**src/rtl/axi_ic_pkg.sv**
```systemverilog
// Shared types and constants for the AXI interconnect read path.
package axi_ic_pkg;

    localparam int NUM_RD_MASTERS = 3;

    typedef enum logic [1:0] {
        RD_IDLE,
        RD_ADDR,
        RD_DATA
    } rd_arb_state_t;

    typedef logic [NUM_RD_MASTERS-1:0] grant_t;

    // Pretend master 2 was granted last so that master 0 wins first under round-robin.
    localparam grant_t LAST_GRANT_RST = 3'b100;

endpackage

```
**src/rtl/axi_rr_pick.sv**
```systemverilog
// Combinational winner selection: round-robin after the last grant, or fixed m0>m1>m2.
module axi_rr_pick
    import axi_ic_pkg::*;
#(
    parameter bit RR_EN = 1'b1
) (
    input  grant_t req,
    input  grant_t last,
    output grant_t gnt
);

    logic [1:0] start;
    logic [5:0] req_dbl;
    logic [5:0] pick_dbl;
    grant_t     req_rot;
    grant_t     pick_rot;

    // Rotate requests so the master after 'last' sits at bit 0, take the lowest set bit,
    // then rotate the one-hot result back into master order.
    always_comb begin
        unique case (last)
            3'b001:  start = 2'd1;
            3'b010:  start = 2'd2;
            default: start = 2'd0;
        endcase
        req_dbl  = {req, req} >> start;
        req_rot  = req_dbl[2:0];
        pick_rot = req_rot & (~req_rot + 3'd1);
        pick_dbl = {pick_rot, pick_rot} << start;
    end

    always_comb begin
        if (RR_EN) begin
            gnt = pick_dbl[5:3];
        end else begin
            gnt = req & (~req + 3'd1);
        end
    end

endmodule

```
**src/rtl/axi_read_arbiter.sv**
```systemverilog
// Three-master AR arbiter: the one-hot grant is locked from selection through the AR
// handshake and the whole R burst, so R routing can follow the same grant.
module axi_read_arbiter
    import axi_ic_pkg::*;
#(
    parameter bit RR_EN = 1'b1
) (
    input  logic clk,
    input  logic rst_n,
    input  logic m0_ARVALID,
    input  logic m1_ARVALID,
    input  logic m2_ARVALID,
    input  logic arvalid,
    input  logic arready,
    input  logic rvalid,
    input  logic rready,
    input  logic rlast,
    output logic m0_rgrnt,
    output logic m1_rgrnt,
    output logic m2_rgrnt,
    output logic rd_busy
);

    rd_arb_state_t state_q, state_d;
    grant_t        grant_q, grant_d;
    grant_t        last_q, last_d;
    logic          busy_q, busy_d;

    grant_t        req;
    grant_t        pick_last;
    grant_t        pick_gnt;
    logic          ar_hs;
    logic          r_last_hs;

    assign req       = {m2_ARVALID, m1_ARVALID, m0_ARVALID};
    assign ar_hs     = arvalid && arready;
    assign r_last_hs = rvalid && rready && rlast;

    // At the end of a burst the current winner becomes 'last' in the same cycle it re-arbitrates.
    assign pick_last = (state_q == RD_DATA) ? grant_q : last_q;

    axi_rr_pick #(
        .RR_EN(RR_EN)
    ) u_pick (
        .req (req),
        .last(pick_last),
        .gnt (pick_gnt)
    );

    always_comb begin
        state_d = state_q;
        grant_d = grant_q;
        last_d  = last_q;
        unique case (state_q)
            RD_IDLE: begin
                if (|req) begin
                    grant_d = pick_gnt;
                    state_d = RD_ADDR;
                end
            end
            RD_ADDR: begin
                if (ar_hs) begin
                    state_d = RD_DATA;
                end
            end
            RD_DATA: begin
                if (r_last_hs) begin
                    last_d = grant_q;
                    if (|req) begin
                        grant_d = pick_gnt;
                        state_d = RD_ADDR;
                    end else begin
                        grant_d = '0;
                        state_d = RD_IDLE;
                    end
                end
            end
            default: begin
                grant_d = '0;
                state_d = RD_IDLE;
            end
        endcase
        busy_d = |grant_d;
    end

    always_ff @(posedge clk or negedge rst_n) begin
        if (!rst_n) begin
            state_q <= RD_IDLE;
            grant_q <= '0;
            last_q  <= LAST_GRANT_RST;
            busy_q  <= 1'b0;
        end else begin
            state_q <= state_d;
            grant_q <= grant_d;
            last_q  <= last_d;
            busy_q  <= busy_d;
        end
    end

    assign m0_rgrnt = grant_q[0];
    assign m1_rgrnt = grant_q[1];
    assign m2_rgrnt = grant_q[2];
    assign rd_busy  = busy_q;

endmodule
```
**config.mk**
```make
export PLATFORM = sky130hd
export DESIGN_NAME = axi_read_arbiter
export DESIGN_NICKNAME = d
export VERILOG_FILES = /design/src/rtl/axi_ic_pkg.sv /design/src/rtl/axi_rr_pick.sv /design/src/rtl/axi_read_arbiter.sv
export SDC_FILE = /design/constraint.sdc
export NUM_CORES = 1
export LEC_CHECK = 0
export BUFFER_PORTS_ARGS = -buffer_cell sky130_fd_sc_hd__buf_4
export CORE_MARGIN = 4
export CORE_UTILIZATION = 28
export DETAILED_ROUTE_END_ITERATION = 16
export PLACE_DENSITY = 0.54
export RECOVER_POWER = 100
export SYNTH_ARGS = -nofsm -noshare
export SYNTH_HDL_FRONTEND = slang
export SYNTH_SLANG_ARGS = --single-unit
```
**constraint.sdc**
```tcl
create_clock -name clk -period 2.5 [get_ports clk]
set_input_delay 0.375 -clock clk [delete_from_list [all_inputs] [get_ports clk]]
set_output_delay 0.375 -clock clk [all_outputs]
set_load 0.01 [all_outputs]
```
==> results.txt <==
- Cell with the most instances after synthesis: dfrtp_1
- Gate count of the mapped netlist: 63
* Maximum Capacitance Violations: 0
- The max-slew violation count came to 0.
- Summing all flip-flop and latch instances after layout gives 226 um2.
- Final Critical Period: 1.91 ns
* Syn-to-layout area delta: 17.5%
- The critical path crosses 5 cells after its start point.
- Peak fanout along the critical path: 12
* Max H-tree Level: 1
- The number of antenna violations at the first check in global routing is 0.
- The number of gates resized after CTS was 0.
- The number of nets handed over by synthesis was 73.
- Mean instance size in the synthesized netlist: 9.77 um2
* Cts bufs inserted: 3
- Slowest library cell on the worst path: dfrtp_1
- The number of setup buffers added after CTS is 0.
- Broken down by cell family, the worst path's largest delay share belongs to compound AO/OA/AOI/OAI gates.
- Global routing used 10.7% of the available tracks across all layers.
- First-pass iteration count of the detailed router: 5
* Post-synth top area share: 32.5%
* Largest stage delay on the critical path: 0.49 ns
- Hold Fails Final Rpt: 0
* CP Data Required Time: 2.61 ns
- The min-delay analysis places its worst path in the category in2reg.
* Initial cell density of the core: 30.4%
* Port buffer count: 13
* Die Area: 3010 um2
- Clock tree from TritonCTS: done
- Counting both buffers and inverters, the worst setup path holds a total of 0.
- Counting instances, the worst hold path has a depth of 3.
- Die height: 54.9 um
- Predominant post-synthesis flop cell: dfrtp_1
- Routed via count: 544
- The worst setup path is launched from a flip-flop.
- Setup violations remaining at the end of the flow were counted as 0.
* Total gr overflow: 0
- Clock tree synthesis found a total of 9 sinks.
* Placer Congestion: 0.825
* Die width: 54.9 um
- Detail-routed net length per standard cell: 14.1 um
* Ratio of cells with drive above 1 in the final layout: 24.1%
- Timing would allow up to 523 MHz.
- Crit share post-route: 76.4%
- After synthesis the netlist holds a flip-flop and latch count of 9.
- The number of antenna diodes in the final layout is 0.
* Clock Latency Late Sink: 0.25 ns
- Post-route ant nets: 0
* RSZ-0062 raised after global routing: no
* Buffer levels on the longest clock path: 2
* Core footprint: 2020 um2
* Actual slew at the worst max-slew pin: 0.493 ns
* Total area of multi-input combinational cells: 340 um2
- In this run the power density over the cells is 1030 nW/um2.
- Number of nets in the finished design: 90
- Sequential fraction of the synthesis area: 36.8%
* First-pass GRT wire length: 2290 um
* Distinct cell type count of the synthesized netlist: 30
* Worst-case reg-to-reg path depth: 5
* Via count of the first global-routing pass: 492
- On the final layout, the worst clock skew is 0.00450 ns.
- Number of enable-type register cells in the synthesized netlist: 0
* I/O pin count: 14
- The worst setup path is of the reg2reg kind.
- Critical path endpoint category: flip-flop
- Yosys attributes the largest share of cell area to dfrtp_1 33%, mux2_2 5.5%, nand4bb_1 5.5%.
- Number of fillers in the final layout: 219
- Standard-cell row count: 16
- Detailed-route wire length: 1490 um
- The worst-case IR drop observed on VDD is 0.000425 V.
- Commonest cells in the netlist: 8 x dfrtp_1, 7 x nor2_1, 6 x a21oi_1
* Yosys warns: 0
* Cell type with the highest aggregate area in the netlist: dfrtp_1
- CTS root buf: clkbuf_4
* Post-route DRC violation count: 0
- After clock tree synthesis, the clock-pin slew on the worst setup and hold paths is 0.06 ns.
- The detailed router finished its first iteration with 15 violations.
- Summed over all nets, the half-perimeter wirelength after detailed placement is 1140 um.
- Entering global routing, the biggest net connects 13 pins.
- Worst EP arrival: 2.02 ns
* Routed vias/inst: 5.13
- Utilization after layout: 35.8%
* Result of the run: completed
- Of all flip-flops after synthesis, the portion carrying an async set or reset was 100%.
- Mapped cell area: 616 um2
- The worst pin sits at a relative slew slack of 66.7%.
* Leakage: 0.307 nW
* Final-layout setup total negative slack: 0 ns
- Walking the worst path, the cells encountered are nor2b_1 -> o32ai_2 -> a21oi_1 -> o311ai_0 -> nand4bb_1.
logic make-up (layout without fill, tap and decap cells):
kind of cell / after synthesis / count (layout) / share of synthesized area, %
AO/OA/AOI/OAI: 18 / 18 / 23.8
XOR/XNOR: 1 / 1 / 1.42
buffers and inverters: 4 / 20 / 4.88
flip-flops: 9 / 9 / 36.8
multiplexers: 3 / 3 / 5.49
AND/OR/NAND/NOR: 28 / 28 / 27.6
stage by stage:
step	hold WS, ns	std cells	worst slack [ns]	total power [mW]	cell area [um2]
finish	0.411	106	0.590	0.746	723
global route	0.433	106	0.469	0.803	723
CTS	0.411	106	0.761	0.797	761
detailed placement	0.203	101	0.762	0.684	724
global placement	0.201	101	0.798	0.679	724
floorplan	0.0794	63	1.02	0.577	616
layout make-up:
cell class / count / area share (%)
Inverter: 2 / 1.04
Timing Repair Buffer: 14 / 12.3
Tap cell: 27 / 4.67
Clock buffer: 4 / 3.63
Multi-Input combinational cell: 50 / 47.1
Sequential cell: 9 / 31.3
worst paths after layout:
kind / start / end / slack, ns
max: state_q[1]$_DFFE_PN0P_ / rd_busy$_DFF_PN0_ / 0.59
min: arready / state_q[1]$_DFFE_PN0P_ / 0.41
max reg2reg: state_q[1]$_DFFE_PN0P_ / rd_busy$_DFF_PN0_ / 0.59
min reg2reg: last_q[0]$_DFFE_PN0P_ / last_q[0]$_DFFE_PN0P_ / 0.55
max in group asynchronous: rst_n / last_q[2]$_DFFE_PN1P_ / 1.57
min in group asynchronous: rst_n / last_q[0]$_DFFE_PN0P_ / 0.58
worst register-to-register path, stage by stage (launching register included):
cell and delay, ns:
dfrtp_1 0.49, nor2b_1 0.25, o32ai_2 0.32, a21oi_1 0.10
o311ai_0 0.44, nand4bb_1 0.17
layer usage:
| layer | vias up | wire length, um | global-route usage, % |
|---|---|---|---|
| met3 | 2 | 78 | 2.14 |
| met5 | - | 0 | 0 |
| met1 | 260 | 775 | 15.8 |
| met4 | 0 | 9 | 6.48 |
| met2 | 15 | 627 | 14.0 |
| li1 | 267 | - | - |
sequential cells by signal, summed over array words and instances (netlist names):
signal and count:
state_q 2, rd_busy 1, grant_q 3, last_q 3
cells in the final DEF, fill, tap and decap left out, types with 2 or more instances in the layout:
master | Yosys | layout
nor2_1 | 7 | 7
nand2_1 | 5 | 5
dfrtp_1 | 8 | 8
mux2_2 | 3 | 3
buf_4 | 0 | 8
a21oi_1 | 6 | 6
clkbuf_1 | 0 | 6
clkbuf_4 | 0 | 3
nand3_1 | 3 | 3
nand4bb_1 | 3 | 3
inv_1 | 2 | 2
nand2b_1 | 4 | 4
power breakdown:
part | total [mW] | internal, mW | leakage, nW | switching (mW)
logic | 0.321 | 0.161 | 0.180 | 0.160
registers | 0.319 | 0.211 | 0.113 | 0.108
clock network | 0.107 | 0.0612 | 0.0150 | 0.0455
repair_timing:
item	CTS	global route
endpoints found under the hold margin	8	0
endpoints found under the setup margin	0	0
hold buffers	1	0
(Power assumes the default switching activity.)
